--- config.mk ---
export PLATFORM = sky130hd
export DESIGN_NAME = seq_control
export DESIGN_NICKNAME = d
export VERILOG_FILES = /design/src/rtl/seq_control_pkg.sv /design/src/rtl/seq_control.sv
export SDC_FILE = /design/constraint.sdc
export NUM_CORES = 1
export LEC_CHECK = 0
export CORE_AREA = 2 2 79 81
export CTS_CLUSTER_DIAMETER = 150
export DETAILED_ROUTE_END_ITERATION = 6
export DIE_AREA = 0 0 81 83
export PLACE_DENSITY = 0.94
export SETUP_SLACK_MARGIN = 0.02
export SYNTH_ARGS = -nofsm -noshare
export SYNTH_HDL_FRONTEND = slang
export SYNTH_SLANG_ARGS = --single-unit
--- constraint.sdc ---
create_clock -name clk -period 3.6 [get_ports clk]
set_input_delay 0.72 -clock clk [delete_from_list [all_inputs] [get_ports clk]]
set_output_delay 0.72 -clock clk [all_outputs]
set_load 0.01 [all_outputs]
--- src/rtl/seq_control_pkg.sv ---
// Shared codes for the multi-cycle sequencer:
// prefixes, sequencer opcodes, states and the EXEC dispatch helper.
package seq_control_pkg;

  localparam logic [1:0] PFX_ALU   = 2'b00;
  localparam logic [1:0] PFX_LDST  = 2'b01;
  localparam logic [1:0] PFX_JUMP  = 2'b10;
  localparam logic [1:0] PFX_NPHLT = 2'b11;

  localparam logic [4:0] OP_LOAD  = 5'b10000;
  localparam logic [4:0] OP_LOADC = 5'b10001;
  localparam logic [4:0] OP_STORE = 5'b10010;
  localparam logic [4:0] OP_JMP   = 5'b10011;
  localparam logic [4:0] OP_JMPR  = 5'b10100;
  localparam logic [4:0] OP_JC1   = 5'b10101;
  localparam logic [4:0] OP_JC2   = 5'b10110;
  localparam logic [4:0] OP_NOP   = 5'b00000;
  localparam logic [4:0] OP_HALT  = 5'b11111;
  localparam logic [4:0] OP_UNDEF = 5'b00000;

  typedef enum logic [2:0] {
    S_FETCH,
    S_DECODE,
    S_EXEC,
    S_MEM,
    S_WB,
    S_HALTED
  } state_t;

  typedef enum logic [2:0] {
    A_WB,
    A_LOAD,
    A_STORE,
    A_JUMP,
    A_BRANCH,
    A_NEXT,
    A_HALT,
    A_ILLEGAL
  } act_t;

  // Collapses prefix + opcode into the action EXEC performs.
  function automatic act_t classify(
    input logic [1:0] pfx,
    input logic [4:0] op
  );
    act_t a;
    a = A_NEXT;
    unique case (1'b1)
      pfx == PFX_ALU: a = A_WB;
      pfx == PFX_NPHLT:
        a = (op == OP_HALT) ? A_HALT : A_NEXT;
      (pfx == PFX_LDST) || (pfx == PFX_JUMP): begin
        case (op)
          OP_LOAD:         a = A_LOAD;
          OP_LOADC:        a = A_WB;
          OP_STORE:        a = A_STORE;
          OP_JMP, OP_JMPR: a = A_JUMP;
          OP_JC1, OP_JC2:  a = A_BRANCH;
          default: begin
            if (pfx == PFX_LDST && op == OP_UNDEF)
              a = A_ILLEGAL;
            else
              a = A_NEXT;
          end
        endcase
      end
      default: a = A_NEXT;
    endcase
    return a;
  endfunction

endpackage

--- src/rtl/seq_control.sv ---
// Multi-cycle control sequencer: owns PC and IR, walks
// FETCH/DECODE/EXEC/MEM/WB and counts retired instructions.
module seq_control
  import seq_control_pkg::*;
#(
  parameter int ADDR_W = 8,
  parameter int CNT_W  = 16
) (
  input  logic              clk,
  input  logic              rst,
  output logic              imem_req,
  output logic [ADDR_W-1:0] imem_addr,
  input  logic              imem_ack,
  input  logic [15:0]       imem_data,
  output logic [15:0]       ir,
  input  logic [18:0]       dec_data,
  output logic              alu_en,
  input  logic              branch_taken,
  input  logic [ADDR_W-1:0] jmp_target,
  output logic              dmem_req,
  output logic              dmem_we,
  input  logic              dmem_ack,
  output logic              rf_we,
  output logic [ADDR_W-1:0] pc,
  output logic              halted,
  output logic              illegal,
  output logic [CNT_W-1:0]  retired
);

  state_t state, state_nxt;
  act_t   act_q, act_dec;

  logic [ADDR_W-1:0] pc_inc, pc_nxt;
  logic retire;
  logic imem_req_d, alu_en_d, rf_we_d;
  logic dmem_req_d, dmem_we_d, halted_d;
  logic unused_dec;

  assign imem_addr  = pc;
  assign pc_inc     = pc + {{(ADDR_W-1){1'b0}}, 1'b1};
  assign act_dec    = classify(ir[15:14], dec_data[18:14]);
  assign unused_dec = ^dec_data[13:0];

  always_ff @(posedge clk or posedge rst) begin
    if (rst) state <= S_FETCH;
    else     state <= state_nxt;
  end

  always_comb begin
    state_nxt = state;
    case (state)
      S_FETCH:
        if (imem_ack) state_nxt = S_DECODE;
      S_DECODE: state_nxt = S_EXEC;
      S_EXEC: begin
        case (act_q)
          A_WB:             state_nxt = S_WB;
          A_LOAD, A_STORE:  state_nxt = S_MEM;
          A_HALT:           state_nxt = S_HALTED;
          default:          state_nxt = S_FETCH;
        endcase
      end
      S_MEM:
        if (dmem_ack)
          state_nxt = (act_q == A_STORE) ? S_FETCH : S_WB;
      S_WB:     state_nxt = S_FETCH;
      S_HALTED: state_nxt = S_HALTED;
      default:  state_nxt = S_FETCH;
    endcase
  end

  always_comb begin
    pc_nxt = pc;
    retire = 1'b0;
    unique case (1'b1)
      state == S_EXEC: begin
        retire = !(act_q inside {A_WB, A_LOAD, A_STORE});
        case (act_q)
          A_JUMP:   pc_nxt = jmp_target;
          A_BRANCH: pc_nxt = branch_taken ? jmp_target : pc_inc;
          A_NEXT, A_ILLEGAL: pc_nxt = pc_inc;
          default: ;
        endcase
      end
      state == S_MEM: begin
        if (dmem_ack && act_q == A_STORE) begin
          pc_nxt = pc_inc;
          retire = 1'b1;
        end
      end
      state == S_WB: begin
        pc_nxt = pc_inc;
        retire = 1'b1;
      end
      default: ;
    endcase
  end

  // Strobes are decoded from the next state so every output is a flop.
  always_comb begin
    imem_req_d = (state_nxt == S_FETCH);
    alu_en_d   = (state_nxt == S_EXEC);
    rf_we_d    = (state_nxt == S_WB);
    dmem_req_d = (state_nxt == S_MEM);
    dmem_we_d  = (state_nxt == S_MEM) && (act_q == A_STORE);
    halted_d   = (state_nxt == S_HALTED);
  end

  always_ff @(posedge clk or posedge rst) begin
    if (rst) begin
      pc       <= '0;
      ir       <= '0;
      retired  <= '0;
      act_q    <= A_NEXT;
      illegal  <= 1'b0;
      imem_req <= 1'b0;
      alu_en   <= 1'b0;
      rf_we    <= 1'b0;
      dmem_req <= 1'b0;
      dmem_we  <= 1'b0;
      halted   <= 1'b0;
    end else begin
      pc <= pc_nxt;
      if (retire)
        retired <= retired + {{(CNT_W-1){1'b0}}, 1'b1};
      if (state == S_FETCH && imem_ack)
        ir <= imem_data;
      if (state == S_DECODE)
        act_q <= act_dec;
      if (state == S_EXEC && act_q == A_ILLEGAL)
        illegal <= 1'b1;
      imem_req <= imem_req_d;
      alu_en   <= alu_en_d;
      rf_we    <= rf_we_d;
      dmem_req <= dmem_req_d;
      dmem_we  <= dmem_we_d;
      halted   <= halted_d;
    end
  end

endmodule

# Word-level counts from Yosys, hierarchy flattened
# Cells that the tools add are included.
[word_totals]
ff_bits = 53
latch_bits = 0
mem_bits_rw = 0
rom_bits = 0
inputBits = 48
mem_count = 0
[op_classes]
n_addsub = 2
n_mul = 0
div_mod_pow = 0
magnitude_cmp = 0
n_eq_ne = 29
n_shift = 0
muxes = 15
n_bitwise = 0
n_reduce_logical = 19
[ops]
columns = ["cell", "n"]
rows = [
  ["8-bit case mux with 3 select lines", 2],
  ["5-bit == test (second input constant)", 8],
  ["3-bit case mux with 5 select lines", 2],
  ["3-bit == test (second input constant)", 8],
  ["3-bit by 2-bit == test with 1-bit output (second input constant)", 6],
  ["3-bit case mux with 3 select lines", 2],
  ["16-bit by 1-bit adder with 16-bit output (second input constant)", 1],
  ["8-bit two-way mux", 2],
  ["3-bit logical NOT", 3],
  ["3-bit two-way mux", 3],
  ["8-bit by 1-bit adder with 8-bit output (second input constant)", 1],
  ["2-bit OR reduction", 4],
  ["3-bit by 1-bit == test with 1-bit output (second input constant)", 2],
  ["3-bit nonzero test", 2],
  ["1-bit logical AND", 5],
  ["5-bit logical NOT", 1],
  ["2-bit == test (second input constant)", 2],
  ["2-bit two-way mux", 2],
  ["4-bit by 1-bit inequality test with 1-bit output (second input constant)", 1],
  ["1-bit case mux with 3 select lines", 1],
  ["3-bit AND reduction", 1],
  ["2-bit by 1-bit == test with 1-bit output (second input constant)", 1],
  ["2-bit logical NOT", 1],
  ["2-bit by 1-bit inequality test with 1-bit output (second input constant)", 1],
  ["3 further kinds", 3],
]

# Logic depth before layout (Yosys ltp)
[depth]
word_depth = 6
mapped_depth = 8
depth_no_buf = 6

# Least setup slack after synthesis
# Ideal clock, no wire load.
[synth_path]
path_kind = "input to register"
from = "in dmem_ack"
to = "reg pc[0] (netlist: imem_addr[0])"
setup_ps = 130
arrival_ps = 1646
setup_slack_ps = 1824
path_stages = 6
path_buffers = 1
path_cell_list = "nand2_2 o311a_1 o21a_1 buf_4 a21oi_1 mux2i_1"
[synth_via]
elab_chain_len = 3
[synth_lines]
columns = ["element", "line", "source"]
rows = [
  ["from (decl)", "seq_control.sv:22", "input logic dmem_ack,"],
  ["1-bit logical AND", "seq_control.sv:86", "if (dmem_ack && act_q == A_STORE) begin"],
  ["2-bit by 1-bit inequality test with 1-bit output (no line)", "n/a", ""],
  ["3-bit AND reduction (no line)", "n/a", ""],
  ["to (signal assigned)", "seq_control.sv:123", "pc <= pc_nxt;"],
  ["to (decl)", "seq_control.sv:24", "output logic [ADDR_W-1:0] pc,"],
]
# Every way passes these cells.
# A chain may end at the register's enable or synchronous reset.

# Worst setup path in the final report
[layout_path]
from = "reg state[0]"
to = "reg dmem_we"
[layout_via]
elab_chain_len = 4
elab_cells_between_ends = 10
[layout_lines]
columns = ["element", "line", "source"]
rows = [
  ["from (decl)", "seq_control.sv:30", "state_t state, state_nxt;"],
  ["from (signal assigned)", "seq_control.sv:46", "else state <= state_nxt;"],
  ["3-bit == test, or another cell as far along", "seq_control.sv:51", "case (state)"],
  ["3-bit case mux with 5 select lines (*)", "seq_control.sv:51", ""],
  ["3-bit by 2-bit == test with 1-bit output (*)", "seq_control.sv:105", "dmem_we_d = (state_nxt == S_MEM) && (act_q == A_STORE);"],
  ["1-bit logical AND (*)", "seq_control.sv:105", ""],
  ["via dmem_we_d", "seq_control.sv:36", "logic dmem_req_d, dmem_we_d, halted_d;"],
  ["to (signal assigned)", "seq_control.sv:136", "dmem_we <= dmem_we_d;"],
  ["to (decl)", "seq_control.sv:21", "output logic dmem_we,"],
]
# The timed path passes the listed nets; every way through them passes the cells marked *.

==> out/metrics.cfg <==
[floorplan]
ios = 103
dieHeight_um = 83
die_w_um = 81
initial_utilization_pct = 47.31
row_count = 28
core_area_sq_um = 5816
die_area_sq_um = 6723

[placed_design]
port_buffers = 88
place_area_sq_um = 3572
gp_congestion = 0.7649
dp_hpwl_mm = 4.435

[clocking]
htreeDepth = 2
cts_setup_buffers = 0
ctsHoldBuffers = 0
cts_root_buf = clkbuf_8
ctsResizeCount = 0
clock_path_buffers = 2
cts_tree = built
clock-sinks = 53
cts.clk_slew.worst_paths_ns = 0.10
clock_latency_ns = 0.31
numCtsBuffers = 5

[final_layout]
layout_common_cells = clkdlybuf4s50_1 (88), dfrtp_1 (51), mux2_2 (15)
diodes = 0
drive_gt1_share_pct = 10.78
area_growth_pct = 33.15
finalInstanceArea_sq_um = 3664
nFillCells = 512
nNetsFinal = 386
final_common_cell = clkdlybuf4s50_1
multiInputGateArea_sq_um = 1231
seqCellArea_sq_um = 1329

[timing]
post-route-period-util_pct = 61.98
rsz0062_at_grt = false
slew_headroom_pct = 27.85
worstMarginPinSlew_ns = 1.081
timing.fmax_mhz = 448.2
finalHoldViolCount = 0
final.setup_skew_ns = 0.01159
setup_viol = 0
final.min_clock_period_ns = 2.231
slew_violations = 0
setup_tns_ns = 0

[worst_setup_path]
end_kind = flip-flop
worst_ep_arrival_time_ns = 2.48
start_kind = flip-flop
critPathMaxStageDelay_ns = 0.69
required_ns = 3.85
crit_path_max_fanout = 19
criticalPathCategory = reg -> reg
slowest_stage = nor2_2
crit_chain = nor2_1 > nand2_1 > nor2_2 > or3b_1 > and3_1
rrSetupSlack_ns = 1.37

[outcome]
status = finished, final reports clean

[synthesis]
synthArstFlopShare_pct = 100.0
synth_area_sq_um = 2751
syn-mean-instance-area_sq_um = 10.62
yosys_most_used_dff = dfrtp_1
ys_seq_area_share_pct = 48.29
yosysUniqueCellTypes = 53
yosys_warnings = 0
synth_fp_nets = 312
syn_inst = 259
synth_edf_count = 0
synth_seq_cells = 53

[grt]
antenna_found_initial = 0
grt_pass1_wl_mm = 10.22
grt_pass1_vias = 2150
grt_max_degree = 54
grt_usage_pct = 18.90
overflow = 0

[detailed_routing]
highest_layer = met4
wl_met2_mm = 3.220
dr.pass1.iters = 5
wirelength_mm = 6.045
drt_iter0_drc = 56
route.antenna.remaining_nets = 0
vias = 2227
wl_per_cell_um = 14.78
vias_per_cell = 5.445
drc_errors = 0
route.met3.wl_um = 368
met1_length_mm = 2.434

[power_and_ir_drop]
power.total_mw = 3.002
ir_drop_uv = 448.6
p_per_area_nw_per_um2 = 819.4
power_leakage_nw = 1.481

[flow_run]
cap_violations = 0

[min_path]
hold_class = reg -> reg

## path summary, 6_finish.rpt
| path | startpoint | endpoint | depth (start not counted) |
|---|---|---|---|
| hold reg to reg | retired[15]$_DFFE_PP0P_ | retired[15]$_DFFE_PP0P_ | 1 |
| hold / removal | retired[15]$_DFFE_PP0P_ | retired[15]$_DFFE_PP0P_ | 1 |
| max in group asynchronous | rst | act_q[1]$_DFFE_PP0P_ | 2 |
| setup reg to reg | state[0]$_DFF_PP0_ | dmem_we$_DFF_PP0_ | 5 |
| setup / recovery | state[0]$_DFF_PP0_ | dmem_we$_DFF_PP0_ | 5 |
| min in group asynchronous | rst | ir[9]$_DFFE_PP0P_ | 2 |
## synthesized netlist by cell type, types with 2 or more instances
cell,instances,area [sq um]
and2_1,5,31.28
nand4_1,14,87.58
buf_4,14,105.1
nor3b_2,2,25.02
xnor2_1,14,122.6
dfrtp_1,51,1276
a21oi_1,14,70.07
xor2_1,3,26.28
a31oi_1,2,12.51
buf_6,3,33.78
mux2_2,15,168.9
o21ai_1,10,50.05
nand3b_1,3,22.52
nand2_1,13,48.80
nand2b_1,2,12.51
and3_1,6,37.54
nor2_1,13,48.80
clkbuf_1,2,7.510
dfstp_2,2,52.55
o31a_1,2,17.52
buf_2,3,15.01
inv_1,8,30.03
nor3b_1,2,15.01
nor3_1,3,15.01
nor2b_1,6,37.54
nand3_1,7,35.03
or2_2,2,12.51
mux2i_1,2,20.02
and4_1,2,17.52
o21ai_0,7,35.03
ha_1,5,62.56
## kinds of logic after synthesis
family / synth area share, %
fa+ha+maj: 2.274
compound gates: 12.01
mux: 6.867
flops: 48.29
simple gates: 18.19
buf+inv: 6.958
xor+xnor: 5.412
## layer usage
metal / vias up / track usage (%)
li1: 1066 / -
met1: 1086 / 22.86
met2: 71 / 33.51
met3: 4 / 5.217
met4: 0 / 3.236
met5: - / 0
## registers in the layout (all words and copies together) (netlist names), 3 cells and up
signal	count
retired	16
imem_addr	8
act_q	3
state	3
ir	16
## where the power goes
| part | internal (mW) | total, mW | switching [mW] |
|---|---|---|---|
| clock network | 0.138 | 0.333 | 0.195 |
| registers | 0.840 | 1.12 | 0.281 |
| logic | 0.833 | 1.55 | 0.714 |
| total | 1.81 | 3.00 | 1.19 |
## worst max-delay path: cells and delay by family, from the launching register on
kind | cells | cell delay, ns
and+or+nand+nor | 5 | 1.58
DFF | 1 | 0.58
## layout make-up
class | instances | share of cell area, %
sequential | 53 | 36.27
multi-input combinational | 176 | 33.61
timing repair buffer | 89 | 24.25
tap | 75 | 2.561
inverter | 8 | 0.8197
clock inverter | 3 | 0.6148
clock buffer | 5 | 1.878
## metrics by stage
step           hold slack, ns  utilization (%)  instances  setup slack, ns
2_1_floorplan          0.5032                -        259            1.597
3_3_place_gp           0.4585            61.42        401            1.132
3_5_place_dp           0.4702            61.42        401            1.084
4_1_cts                0.4883            62.99        409            1.348
5_1_grt                0.5104            62.99        409            1.162
6_report               0.4800            62.99        409            1.369
(Power assumes the default switching activity.)
